`config.mk`:
```
export PLATFORM = sky130hd
export DESIGN_NAME = mem_bus_arbiter
export DESIGN_NICKNAME = d
export VERILOG_FILES = /design/src/rtl/mem_bus_arbiter.sv
export SDC_FILE = /design/constraint.sdc
export NUM_CORES = 1
export LEC_CHECK = 0
export ABC_AREA = 1
export CAP_MARGIN = 20
export CORE_AREA = 2 2 125 127
export DETAILED_ROUTE_END_ITERATION = 6
export DIE_AREA = 0 0 127 129
export PLACE_DENSITY = 0.73
export SETUP_SLACK_MARGIN = 0.2
export SLEW_MARGIN = 20
export SYNTH_ARGS = -nofsm -noshare
export SYNTH_HDL_FRONTEND = slang
export SYNTH_SLANG_ARGS = --single-unit
```
`constraint.sdc`:
```
create_clock -name clk -period 5.2 [get_ports clk]
set_input_delay 1.56 -clock clk [delete_from_list [all_inputs] [get_ports clk]]
set_output_delay 1.56 -clock clk [all_outputs]
set_load 0.1 [all_outputs]
```
`src/rtl/mem_bus_arbiter.sv`:
```
// Two-master round-robin arbiter sharing one valid/ready bus to the memory/MMIO
// decoder. The winning request is latched at grant so the slave sees a stable
// transfer. A stalled slave is forced to complete after TIMEOUT busy cycles
// with read data 0, which the CPU decodes as an illegal instruction.
module mem_bus_arbiter #(
  parameter int unsigned TIMEOUT   = 255,
  parameter int unsigned CNT_WIDTH = 16
) (
  input  logic        clk,
  input  logic        reset,
  // master 0 (CPU)
  input  logic        m0_valid,
  input  logic [31:0] m0_addr,
  input  logic [31:0] m0_wdata,
  input  logic [3:0]  m0_wstrb,
  output logic        m0_ready,
  output logic [31:0] m0_rdata,
  // master 1 (DMA / debug)
  input  logic        m1_valid,
  input  logic [31:0] m1_addr,
  input  logic [31:0] m1_wdata,
  input  logic [3:0]  m1_wstrb,
  output logic        m1_ready,
  output logic [31:0] m1_rdata,
  // slave side (decoder)
  output logic        s_valid,
  output logic [31:0] s_addr,
  output logic [31:0] s_wdata,
  output logic [3:0]  s_wstrb,
  input  logic        s_ready,
  input  logic [31:0] s_rdata,
  // status
  output logic [1:0]  grant,
  output logic        timeout_err,
  output logic [7:0]  err_count
);

  typedef enum logic {
    IDLE = 1'b0,
    BUSY = 1'b1
  } state_t;

  localparam logic [CNT_WIDTH-1:0] CNT_LAST = CNT_WIDTH'(TIMEOUT - 1);

  state_t               state;
  logic                 last_m1;   // 1: master 1 owned the bus most recently
  logic [CNT_WIDTH-1:0] cnt;

  logic pick_m1;
  logic any_req;
  logic cnt_expired;
  logic done;

  // Arbitration choice and completion decode for the current cycle.
  // NOTE: every signal driven here gets a value on every path, so no latch is inferred.
  always_comb begin
    any_req     = m0_valid | m1_valid;
    pick_m1     = m1_valid & (~m0_valid | ~last_m1);
    cnt_expired = (cnt == CNT_LAST);
    // Reset aborts a transfer in flight: no ready may escape in that cycle.
    done        = (state == BUSY) & (s_ready | cnt_expired) & ~reset;
    timeout_err = done & ~s_ready;
    m0_ready    = done & grant[0];
    m1_ready    = done & grant[1];
    // Read data passes through on a real completion, is 0 on timeout or when idle.
    m0_rdata    = (m0_ready & s_ready) ? s_rdata : 32'h0;
    m1_rdata    = (m1_ready & s_ready) ? s_rdata : 32'h0;
  end

  // Arbiter FSM: grant and latch a request in IDLE, wait for completion in BUSY.
  // NOTE: state is updated with non-blocking assignments so all registers see pre-edge values.
  always_ff @(posedge clk) begin
    if (reset) begin
      state     <= IDLE;
      last_m1   <= 1'b1;
      cnt       <= '0;
      s_valid   <= 1'b0;
      s_addr    <= 32'h0;
      s_wdata   <= 32'h0;
      s_wstrb   <= 4'h0;
      grant     <= 2'b00;
      err_count <= 8'h00;
    end else begin
      case (state)
        IDLE: begin
          if (any_req) begin
            state   <= BUSY;
            s_valid <= 1'b1;
            cnt     <= '0;
            last_m1 <= pick_m1;
            grant   <= pick_m1 ? 2'b10 : 2'b01;
            s_addr  <= pick_m1 ? m1_addr  : m0_addr;
            s_wdata <= pick_m1 ? m1_wdata : m0_wdata;
            s_wstrb <= pick_m1 ? m1_wstrb : m0_wstrb;
          end
        end
        BUSY: begin
          if (s_ready || cnt_expired) begin
            state   <= IDLE;
            s_valid <= 1'b0;
            grant   <= 2'b00;
            cnt     <= '0;
            if (!s_ready && err_count != 8'hff)
              err_count <= err_count + 8'd1;
          end else begin
            cnt <= cnt + 1'b1;
          end
        end
        default: state <= IDLE;
      endcase
    end
  end

endmodule

```
Yosys cells after proc, flatten, opt, wreduce, memory -nomap -nowiden
Index checks and enable logic that the tools add are counted.
{"block": "word_totals", "regBits": 97, "inputBits": 173}
{"block": "op_classes", "n_addsub": 2, "eq_ne": 4, "mux": 18, "n_bitwise": 16, "n_reduce_logical": 6}
{"cell": "$mux W32", "n": 4}
{"cell": "$mux W16", "n": 2}
{"cell": "$pmux W16 S2", "n": 1}
{"cell": "$add A16 B1 Y16 const B", "n": 1}
{"cell": "$eq A16 B8 Y1 const B", "n": 1}
{"cell": "$add A8 B1 Y8 const B", "n": 1}
{"cell": "$and A1 B1 Y1", "n": 8}
{"cell": "$ne A8 B8 Y1 const B", "n": 1}
{"cell": "$mux W2", "n": 3}
{"cell": "$not A1 Y1", "n": 5}
{"cell": "$mux W1", "n": 4}
{"cell": "$mux W4", "n": 1}
{"cell": "$pmux W1 S2", "n": 2}
{"cell": "$pmux W2 S2", "n": 1}
{"cell": "$reduce_and A2 Y1", "n": 2}
{"cell": "$or A1 B1 Y1", "n": 3}
{"cell": "$reduce_and A3 Y1", "n": 1}
{"cell": "$ne A2 B1 Y1 const B", "n": 1}
{"cell": "$ne A2 B2 Y1 const B", "n": 1}
{"cell": "$logic_and A1 B1 Y1", "n": 1}
{"cell": "$logic_not A1 Y1", "n": 1}
{"cell": "$logic_or A1 B1 Y1", "n": 1}

Longest topological paths before layout
{"block": "depth", "depth_word": 7, "ltp_mapped": 12}

Worst setup path before layout
No wires, ideal clock.
{"block": "synth_path", "kind": "in2out", "startpoint": "in reset", "endpoint": "out m0_rdata[10]", "t_arrival_ns": 4.011, "required_time_ns": 3.640, "setup_slack_ns": -0.371, "path_stages": 7, "n_path_buf": 2, "cell_sequence": "clkbuf_1 -> inv_1 -> nand3_4 -> nor2_4 -> nand2_4 -> buf_6 -> nor2_1"}
{"block": "synth_between", "elab_chain_cells": 5}
{"item": "start: declaration", "line_no": "10", "source": "input logic reset,"}
{"item": "$not A1 Y1", "line_no": "61", "source": "done = (state == BUSY) & (s_ready | cnt_expired) & ~reset;"}
{"item": "$and A1 B1 Y1", "line_no": "61"}
{"item": "$and A1 B1 Y1", "line_no": "63", "source": "m0_ready = done & grant[0];"}
{"item": "net m0_ready", "line_no": "16", "source": "output logic m0_ready,"}
{"item": "$and A1 B1 Y1", "line_no": "66", "source": "m0_rdata = (m0_ready & s_ready) ? s_rdata : 32'h0;"}
{"item": "$mux W32", "line_no": "66"}
{"item": "end: declaration", "line_no": "17", "source": "output logic [31:0] m0_rdata,"}
The timed path passes the listed nets, and every way through them passes these cells.

Final worst setup path
{"block": "layout_path", "startpoint": "in s_ready", "endpoint": "out m0_rdata[12]"}
{"block": "layout_between", "elab_chain_cells": 6}
{"item": "start: declaration", "line_no": "30", "source": "input logic s_ready,"}
{"item": "$or A1 B1 Y1", "line_no": "61"}
{"item": "$and A1 B1 Y1 (2 in series)", "line_no": "61"}
{"item": "$and A1 B1 Y1", "line_no": "63"}
{"item": "$and A1 B1 Y1 (*)", "line_no": "66"}
{"item": "$mux W32 (*)", "line_no": "66"}
Mark *: on every way between the ends. The rest lies on a longest branch, timed or not.

==> summary.md <==
| Metric | Value |
|---|---|
| Via density | `4.72` |
| Synth top area share | `0.405` |
| Met2 routed WL | `9110 um` |
| Post-Synth XOR/XNOR Area | `0.00914` |
| DR WL/cell | `14.7 um` |
| Met1 wire length | `6810 um` |
| RSZ-0062 raised after global routing | `no` |
| Area Growth Syn to Fin | `99.8%` |
| Largest family of logic cells by synthesized area | `simple AND/OR/NAND/NOR gates` |
| DR iter-0 viols | `roughly 280` |
| Async SR Flop Fraction | `0` |
| Overall Global Routing Usage | `0.214` |
| Cell area after synthesis | `between 4000 and 5000 um2` |
| Die height | `between 100 and 150 um` |
| Sequential fraction of the synthesis area | `0.405` |
| CP max FO | `17` |
| Post-synthesis mux area share | `0` |
| # diodes | `0` |
| Synth Instances | `728` |
| Library cells used by synthesis | `29` |
| Yosys warning count | `0` |
| Tmin final | `4.89 ns` |
| DP Area | `9250 um2` |
| Critical Path Source Type | `input port` |
| Syn Nets | `904` |
| Max clock buf depth | `2` |
| Largest area contributor in the netlist | `dfxtp_1` |
| CTS clk-pin slew, worst paths | `0.06 ns` |
| Fin area | `9580 um2` |
| Static Leak | `3.56 nW` |
| H-tree depth | `3` |
| Pwr Density | `~250 nW/um2` |
| Most frequent cell after synthesis | `nand2_1` |
| Top cells by count, synth | `nand2_1, dfxtp_1, nor2_1` |
| Core footprint | `between 10000 and 15000 um2` |
| Fill cells | `1253` |
| Peak Freq | `0.204 GHz` |
| # Post-CTS Setup Buffers | `0` |
| Synthesized-area fraction occupied by adder cells | `0.00783` |
| Fraction of the mapped netlist area in simple logic gates | `0.349` |
| CTS tree | `built` |
| DP Wirelength | `14200 um` |
| Vias in the first global route | `around 5400` |
| First-pass GRT wire length | `about 28000 um` |
| # DRC | `0` |
| HP Class | `reg2reg` |
| Largest cells by area after synthesis | `dfxtp_1, nand2_1, a31oi_1` |
| Setup Skew | `0.00851 ns` |
| Largest net degree at the start of global routing | `88` |
| Slew Viols, Final | `0` |
| Outcome | `complete, no violations` |
| Critical Path Sink Type | `primary output` |
| Synth Area in Compound Gates | `0.135` |
| Worst Hold Slack | `0.472 ns` |
| Commonest register cell after synthesis | `dfxtp_1` |
| Total CTS buffers | `9` |
| Overflow after GRT | `0` |
| Initial antenna violation count | `0` |
| Worst VDD drop | `about 0.00016 V` |
| Quantity of I/O buffers inserted on ports | `318` |
| Vias | `approximately 5800` |
| Highest metal used | `met4` |
| Clk_lat worst skew | `0.34 ns` |
| Placer Congestion | `0.822` |
| Mean Syn Cell Area | `6.58 um2` |
| Critical path required time | `3.64 ns` |
| Clock sinks | `97` |
| Register bit count reported by yosys | `97` |
| Root Driver | `clkbuf_16` |
| Site row count | `45` |
| Drt pass-1 iters | `5` |
| Final wirelength | `18000 um` |
| Antenna violation net count after detailed routing | `0` |
| Crit path kind | `in2out` |
| Routed length on met3 | `1670 um` |
| Die area | `16400 um2` |
| Hold Fails Final Rpt | `0` |
| Final period util | `0.941` |
| Nets | `1202` |
| Initial Util | `0.320` |
| Share of cells above drive strength 1 | `0.169` |
| # resized after CTS | `0` |
| Worst-Margin Slew | `approximately 1.1 ns` |
| Final Setup Violations | `0` |
| Number of flops mapped to enable cells by yosys | `0` |
| I/O Pins | `319` |
| Die X | `127 um` |
| Hold buffers post-CTS | `0` |
| Slew HR | `0.286` |
| Max Cap Violations | `0` |
| CP Data Arrival Time | `3.33 ns` |
==> kinds of logic (layout without fill, tap and decap cells) <==
kind of cell,after synthesis,count (layout)
compound gates,111,111
xor+xnor,5,5
fa+ha+maj,3,3
buf+inv,103,406
flops,97,97
simple gates,409,409
==> final timing paths <==
path                 from            to  slack (ns)  cells past startpoint
setup / recovery  s_ready  m0_rdata[12]        0.31                      9
hold / removal    last_m1       last_m1        0.47                      2
hold reg to reg   last_m1       last_m1        0.47                      2
setup reg to reg    state    s_addr[27]        3.05                      6
==> where the power goes <==
part | leakage (nW) | internal (mW) | total, mW | switching (mW)
clock network | 0.158 | 0.439 | 0.728 | 0.289
registers | 0.797 | 0.796 | 0.827 | 0.0314
logic | 2.60 | 0.257 | 0.827 | 0.570
==> state kept, by name, summed over array words and instances (netlist names) <==
| signal | flops |
|---|---|
| grant | 2 |
| s_addr | 32 |
| s_valid | 1 |
| err_count | 8 |
| state | 1 |
| s_wstrb | 4 |
| s_wdata | 32 |
| cnt | 16 |
| last_m1 | 1 |
==> area by class of cell <==
type	instances	area, um2	area share
multi-input combinational	528	2850	0.298
timing repair buffer	331	4000	0.417
clock buffer	11	243	0.0253
clock inverter	5	87.6	0.00915
tap	188	235	0.0246
inverter	59	221	0.0231
sequential	97	1940	0.203
==> per-layer routing <==
metal / vias up / GRT usage
met5: - / 0
met1: 2553 / 0.245
met4: 0 / 0.0614
li1: 2916 / -
met2: 260 / 0.385
met3: 24 / 0.0690
==> layout by cell type, fill, tap and decap left out, types with 10 or more instances in the layout <==
cell type	synthesis	routed
a21oi_1	28	28
a31oi_1	68	68
buf_12	0	71
clkdlybuf4s50_1	0	250
dfxtp_1	97	97
inv_1	55	55
nand2_1	271	271
nand3_1	16	16
nand4_1	10	10
nor2_1	94	33
nor2_4	2	62
o21ai_0	13	13
==> critical path, stage by stage <==
cell and delay, ns:
clkdlybuf4s50_1 0.47, inv_1 0.09, nand2_4 0.09, nand3_4 0.08, nor2_4 0.18, nand2_4 0.26, buf_12 0.28, nor2_4 0.12
buf_12 0.18
==> metrics by stage <==
stage | power (mW) | instances | TNS [ns] | utilization | worst slack, ns
after global placement | 1.67 | 1203 | 0 | 0.617 | 0.326
final | 2.38 | 1219 | 0 | 0.639 | 0.306
after global routing | 2.48 | 1219 | 0 | 0.639 | 0.213
after floorplan | 1.38 | 728 | -0.931 | - | -0.233
after detailed placement | 1.67 | 1203 | 0 | 0.617 | 0.288
after CTS | 2.40 | 1219 | 0 | 0.639 | 0.290
(Power assumes the default switching activity.)
